`config.mk`:
```
export PLATFORM = sky130hd
export DESIGN_NAME = lvt_multiport_ram
export DESIGN_NICKNAME = d
export VERILOG_FILES = /design/src/rtl/multiport_ram_pkg.sv /design/src/rtl/sdp_ram_bank.sv /design/src/rtl/lvt_multiport_ram.sv
export SDC_FILE = /design/constraint.sdc
export NUM_CORES = 2
export LEC_CHECK = 0
export BUFFER_PORTS_ARGS = -buffer_cell sky130_fd_sc_hd__buf_2
export CORE_MARGIN = 2
export CORE_UTILIZATION = 50
export CTS_CLUSTER_DIAMETER = 80
export DETAILED_ROUTE_END_ITERATION = 12
export GPL_TIMING_DRIVEN = 0
export PLACE_DENSITY = 0.66
export SLEW_MARGIN = 5
export SYNTH_ARGS = -nofsm -noshare
export SYNTH_HDL_FRONTEND = slang
export SYNTH_MEMORY_MAX_BITS = 65536
export SYNTH_SLANG_ARGS = --single-unit
```
`constraint.sdc`:
```
create_clock -name clk_i -period 4.9 [get_ports clk_i]
set_input_delay 0.98 -clock clk_i [delete_from_list [all_inputs] [get_ports clk_i]]
set_output_delay 0.98 -clock clk_i [all_outputs]
set_load 0.1 [all_outputs]
```
`src/rtl/multiport_ram_pkg.sv`:
```
// Shared types and helpers for the LVT-based multiport RAM.
// Holds the init FSM encoding and the priority encoder used for arbitration and forwarding.
package multiport_ram_pkg;

    typedef enum logic {
        INIT  = 1'b0,
        READY = 1'b1
    } state_e;

    // Upper bound on write ports the priority encoder handles.
    localparam int MAX_PORTS = 32;

    function automatic int clog2_min1(input int n);
        return (n <= 1) ? 1 : $clog2(n);
    endfunction

    // Index of the lowest set bit; 0 when no bit is set.
    function automatic int lowest_set_index(input logic [MAX_PORTS-1:0] vec);
        int idx;
        idx = 0;
        for (int i = MAX_PORTS - 1; i >= 0; i--) begin
            if (vec[i]) begin
                idx = i;
            end
        end
        return idx;
    endfunction

endpackage

```
`src/rtl/sdp_ram_bank.sv`:
```
// Simple dual-port 1R1W bank with registered read data and no reset.
// A read of the address being written in the same cycle returns the old contents.
module sdp_ram_bank #(
    parameter int P_DEPTH = 16,
    parameter int P_WIDTH = 32,
    localparam int LP_AW  = $clog2(P_DEPTH)
) (
    input  logic               clk_i,
    input  logic               wr_en_i,
    input  logic [LP_AW-1:0]   wr_addr_i,
    input  logic [P_WIDTH-1:0] wr_data_i,
    input  logic [LP_AW-1:0]   rd_addr_i,
    output logic [P_WIDTH-1:0] rd_data_o
);

    logic [P_WIDTH-1:0] mem [P_DEPTH];

    always_ff @(posedge clk_i) begin
        if (wr_en_i) begin
            mem[wr_addr_i] <= wr_data_i;
        end
        rd_data_o <= mem[rd_addr_i];
    end

endmodule

```
`src/rtl/lvt_multiport_ram.sv`:
```
// Multiport RAM built from 1R1W banks; a live value table tracks the last writer per address.
// Includes write-first forwarding and a post-reset zero sweep before ready_o rises.
module lvt_multiport_ram
    import multiport_ram_pkg::*;
#(
    parameter int P_MEM_DEPTH     = 16,
    parameter int P_MEM_WIDTH     = 32,
    parameter int P_NUM_RD        = 4,
    parameter int P_NUM_WR        = 2,
    localparam int LP_INDEX_WIDTH = $clog2(P_MEM_DEPTH),
    localparam int LP_LVT_WIDTH   = clog2_min1(P_NUM_WR)
) (
    input  logic                                     clk_i,
    input  logic                                     rst_i,
    output logic                                     ready_o,
    input  logic [P_NUM_RD-1:0][LP_INDEX_WIDTH-1:0]  rd_addr_i,
    output logic [P_NUM_RD-1:0][P_MEM_WIDTH-1:0]     rd_data_o,
    input  logic [P_NUM_WR-1:0][LP_INDEX_WIDTH-1:0]  wr_addr_i,
    input  logic [P_NUM_WR-1:0][P_MEM_WIDTH-1:0]     wr_data_i,
    input  logic [P_NUM_WR-1:0]                      wr_valid_i,
    // Debug view of the init FSM.
    output state_e                                   state_o
);

    state_e                      state_q;
    state_e                      state_d;
    logic [LP_INDEX_WIDTH-1:0]   sweep_q;
    logic                        init_active;
    logic                        sweep_last;

    assign init_active = (state_q == INIT);
    assign sweep_last  = (sweep_q == LP_INDEX_WIDTH'(P_MEM_DEPTH - 1));
    assign ready_o     = (state_q == READY);
    assign state_o     = state_q;

    always_ff @(posedge clk_i) begin
        if (rst_i) begin
            state_q <= INIT;
        end else begin
            state_q <= state_d;
        end
    end

    always_comb begin
        state_d = state_q;
        case (state_q)
            INIT:    if (sweep_last) state_d = READY;
            READY:   state_d = READY;
            default: state_d = INIT;
        endcase
    end

    always_ff @(posedge clk_i) begin
        if (rst_i) begin
            sweep_q <= '0;
        end else if (init_active) begin
            sweep_q <= sweep_q + 1'b1;
        end
    end

    // A write commits only if no lower-index valid port targets the same address.
    logic [P_NUM_WR-1:0]  wr_win;
    logic [MAX_PORTS-1:0] same_addr;

    always_comb begin
        wr_win    = '0;
        same_addr = '0;
        for (int w = 0; w < P_NUM_WR; w++) begin
            same_addr = '0;
            for (int j = 0; j < P_NUM_WR; j++) begin
                same_addr[j] = wr_valid_i[j] && (wr_addr_i[j] == wr_addr_i[w]);
            end
            wr_win[w] = wr_valid_i[w] && !init_active && (lowest_set_index(same_addr) == w);
        end
    end

    logic [P_MEM_WIDTH-1:0] bank_rdata [P_NUM_WR][P_NUM_RD];

    for (genvar w = 0; w < P_NUM_WR; w++) begin : g_wr
        logic                      bank_we;
        logic [LP_INDEX_WIDTH-1:0] bank_waddr;
        logic [P_MEM_WIDTH-1:0]    bank_wdata;

        assign bank_we    = !rst_i && (init_active || wr_win[w]);
        assign bank_waddr = init_active ? sweep_q : wr_addr_i[w];
        assign bank_wdata = init_active ? '0 : wr_data_i[w];

        for (genvar r = 0; r < P_NUM_RD; r++) begin : g_rd
            sdp_ram_bank #(
                .P_DEPTH (P_MEM_DEPTH),
                .P_WIDTH (P_MEM_WIDTH)
            ) u_bank (
                .clk_i     (clk_i),
                .wr_en_i   (bank_we),
                .wr_addr_i (bank_waddr),
                .wr_data_i (bank_wdata),
                .rd_addr_i (rd_addr_i[r]),
                .rd_data_o (bank_rdata[w][r])
            );
        end
    end

    logic [LP_LVT_WIDTH-1:0] lvt_q [P_MEM_DEPTH];

    always_ff @(posedge clk_i) begin
        if (!rst_i) begin
            if (init_active) begin
                lvt_q[sweep_q] <= '0;
            end else begin
                for (int w = 0; w < P_NUM_WR; w++) begin
                    if (wr_win[w]) begin
                        lvt_q[wr_addr_i[w]] <= LP_LVT_WIDTH'(w);
                    end
                end
            end
        end
    end

    // Forwarding candidates for each read port, lowest write port first.
    logic [MAX_PORTS-1:0]                     rd_match;
    logic [P_NUM_RD-1:0]                      fwd_hit_d;
    logic [P_NUM_RD-1:0][P_MEM_WIDTH-1:0]     fwd_data_d;

    always_comb begin
        rd_match   = '0;
        fwd_hit_d  = '0;
        fwd_data_d = '0;
        for (int r = 0; r < P_NUM_RD; r++) begin
            rd_match = '0;
            for (int w = 0; w < P_NUM_WR; w++) begin
                rd_match[w] = wr_valid_i[w] && !init_active && (wr_addr_i[w] == rd_addr_i[r]);
            end
            fwd_hit_d[r]  = |rd_match;
            fwd_data_d[r] = wr_data_i[LP_LVT_WIDTH'(lowest_set_index(rd_match))];
        end
    end

    // LVT select and forward data are registered alongside the bank read.
    logic [P_NUM_RD-1:0][LP_LVT_WIDTH-1:0]    lvt_sel_q;
    logic [P_NUM_RD-1:0]                      fwd_hit_q;
    logic [P_NUM_RD-1:0][P_MEM_WIDTH-1:0]     fwd_data_q;
    logic                                     blank_q;

    always_ff @(posedge clk_i) begin
        if (rst_i) begin
            blank_q    <= 1'b1;
            fwd_hit_q  <= '0;
            fwd_data_q <= '0;
            lvt_sel_q  <= '0;
        end else begin
            blank_q    <= init_active;
            fwd_hit_q  <= fwd_hit_d;
            fwd_data_q <= fwd_data_d;
            for (int r = 0; r < P_NUM_RD; r++) begin
                lvt_sel_q[r] <= lvt_q[rd_addr_i[r]];
            end
        end
    end

    // blank_q masks bank outputs that are unswept or were read during reset/init.
    always_comb begin
        rd_data_o = '0;
        if (!blank_q) begin
            for (int r = 0; r < P_NUM_RD; r++) begin
                rd_data_o[r] = fwd_hit_q[r] ? fwd_data_q[r] : bank_rdata[lvt_sel_q[r]][r];
            end
        end
    end

endmodule

```
==> results.ini <==
[synth]
syn_inst=4355
ys_seq_elements=1342
synth_edf_count=1024
ys_types=59
mappedNetlistArea_um2=72600
synth-seq-area-share=0.511
syn-num-nets=4448
synth.top_cell.area_share=0.424
syn_avg_cell_area_um2=16.7
ys_warn_count=0
synthFlopType=edfxtp_1
synth_top_cell_by_area=edfxtp_1
synthArstFlopShare=0
ys_top_cells_by_area=edfxtp_1 (42%), mux4_2 (32%), dfxtp_1 (8.8%), a22oi_1 (2.6%), mux2i_1 (2.0%)

[worst_hold_path]
worstHoldPathCells=2
hp-class=in -> reg
min_to=fwd_data_q[6]$_SDFF_PP0_
min_from=wr_data_i[6]

[floorplan]
die_h_um=385
die_area_um2=148000
core_um2=144000
die_x_um=385
io_pins=222
fp-row-count=139
initial_core_util=0.505

[cells_and_area]
regArea_um2=37100
mostFrequentLayoutCell=mux4_2
nets=4900
n_fill_cell=11059
layout.cells.most_common_list=mux4_2 (1032), edfxtp_1 (1024), buf_2 (356)
instances_no_fill=6870
drive_gt1_frac=0.367
syn_to_final_growth_pct=13.6
multi_input_area_um2=33500

[timing]
worst_pin_slew_ns=1.54
final-hold-violation-count=0
period_needed_ns=5.09
maxSlewHeadroom=-0.0238
finClkSkew_ns=0.0321
rsz0062_at_grt=no
timing.final.crit_share=1.04
fmax_ghz=0.196
setup_slack_ns=-0.193
finalMaxSlewViolations=22
setup_viol=5
fin_setup_tns_ns=-0.393

[worst_setup_path]
start_kind=register
cp_max_fo=10
r2r_slack_ns=1.10
rr_worst_depth=7
cp_data_required_time_ns=3.92
r2r_end=g_wr[1].g_rd[3].u_bank.mem[13][17]$_DFFE_PP_
crit_path_end_kind=output port
cp.arrival_ns=4.11
criticalPathCategory=reg -> out
worstReg2RegStart=ready_o$_SDFF_PP0_

[detailed_routing]
firstDrtPassIters=6
dr.first_iter.drc_count=10978
routed_wl_um=317000
post_drt_wl_per_cell_um=46.2
avgViaCountPerCell=7.85
vias=53958
postRouteAntennaNets=0
drc=0

[outcome]
status=finished with violations
violations=capacitance limit, slew limit, setup timing

[placement]
gp_congestion=1.05
port_buffers=203
placed_cells=6561
dp_hpwl_um=231000

[power_and_ir_drop]
pwr_density_cell_nw_per_um2=340
power_leakage_uw=0.0285
power_uw=28000
ir_drop_mv=0.267

[global_routing]
antenna_found_initial=37
grt_use_total=0.428
grt_max_degree=33
grt_pass1_vias=50587
grt_overflow_total=0
grt_first_pass_wirelength_um=424000

[clock_network]
cts_buffers=149
cts-root-buf=clkbuf_16
cts_max_path_buffers=3
cts_setup_buffers=0
cts.sinks=1342
cts_tree=built
clk_pin_slew_ns=0.07
htree_num_levels=4
clkLatencyLatePin_ns=0.84

[run]
maxCapViolations=2

[synthesized netlist by cell type (all sizes together), types with 10 or more instances]
master / count
a22oi: 256
clkbuf: 206
inv: 16
edfxtp: 1024
buf: 235
mux2i: 145
nor2: 291
nor2b: 47
nand2: 150
dfxtp: 318
and2: 70
a221o: 128
nor3: 20
nand3: 11
a21oi: 141
mux4: 1032
xor2: 10
a22o: 128
o21ai: 11
xnor2: 24
[per-layer routing]
metal,vias up,routed length (µm),GRT usage
met5,-,461,0.00325
met1,27610,103000,0.547
met4,32,22700,0.251
met2,5727,132000,0.591
li1,19559,-,-
met3,1030,58800,0.209
[critical path: stages (launching register included)]
cell      delay [ns]
dfxtp_1         1.11
clkbuf_1        0.90
a21oi_1         0.24
nor2_1          0.49
buf_2           0.53
[state kept, by name, summed over array words and instances (netlist names), 4 cells and up]
name and flops:
lvt_q 16, g_wr.g_rd.u_bank.rd_data_o 256, sweep_q 4, fwd_data_q 32, g_wr.g_rd.u_bank.mem 1024, fwd_hit_q 4, lvt_sel_q 4
[cell families (layout without fill, tap and decap cells)]
family,after synthesis,in the layout,synth area share
adder cells (fa/ha/maj),1,1,0.000172
flip-flops,1342,1342,0.511
AND/OR/NAND/NOR,634,634,0.0394
multiplexers,1182,1182,0.341
AO/OA/AOI/OAI,705,705,0.0749
buffers and inverters,457,1032,0.0290
XOR/XNOR,34,34,0.00410
other,0,37,0
[how the worst max path moves through the flow]
stage | startpoint | to | slack (ns)
2_1_floorplan | ready_o$_SDFF_PP0_ | g_wr[1].g_rd[3].u_bank.mem[14][0]$_DFFE_PP_ | 0.16
3_3_place_gp | ready_o$_SDFF_PP0_ | g_wr[1].g_rd[3].u_bank.mem[12][15]$_DFFE_PP_ | -4.32
3_5_place_dp | rd_addr_i[9] | g_wr[1].g_rd[2].u_bank.rd_data_o[3]$_DFF_P_ | 0.50
4_1_cts | fwd_hit_q[2]$_SDFF_PP0_ | rd_data_o[86] | 0.08
5_1_grt | fwd_hit_q[2]$_SDFF_PP0_ | rd_data_o[88] | 0.007
6_report | fwd_hit_q[1]$_SDFF_PP0_ | rd_data_o[56] | -0.19
[stage by stage]
stage,utilization,worst slack [ns],cell area [µm²],hold slack [ns]
6_report,0.573,-0.193,82500,0.377
5_1_grt,0.573,0.00663,82400,0.410
4_1_cts,0.573,0.0754,82300,0.366
3_5_place_dp,0.538,0.504,77400,0.539
3_3_place_gp,0.528,-4.32,76000,0.532
2_1_floorplan,-,0.159,72600,0.479
[cell type report]
class | instances | share of cell area
Sequential cell | 1342 | 0.450
Multi-Input combinational cell | 2556 | 0.407
Clock buffer | 214 | 0.0530
Tap cell | 1903 | 0.0289
Timing Repair Buffer | 303 | 0.0271
Buffer | 439 | 0.0251
Clock inverter | 60 | 0.00743
Antenna cell | 37 | 0.00112
Inverter | 16 | 0.000759
[timing repair]
item | CTS | global route
endpoints found under the setup margin | 1 | 8
hold buffers | 0 | 0
resized for setup | 0 | 9
[report_power, final]
part	leakage [µW]	switching [µW]	internal (µW)	total, µW
combinational	0.0134	2180	1380	3560
sequential	0.0126	399	12500	12900
clock	0.00246	4880	6750	11600
total	0.0285	7450	20600	28000
Power figures use the tool's default switching activity.
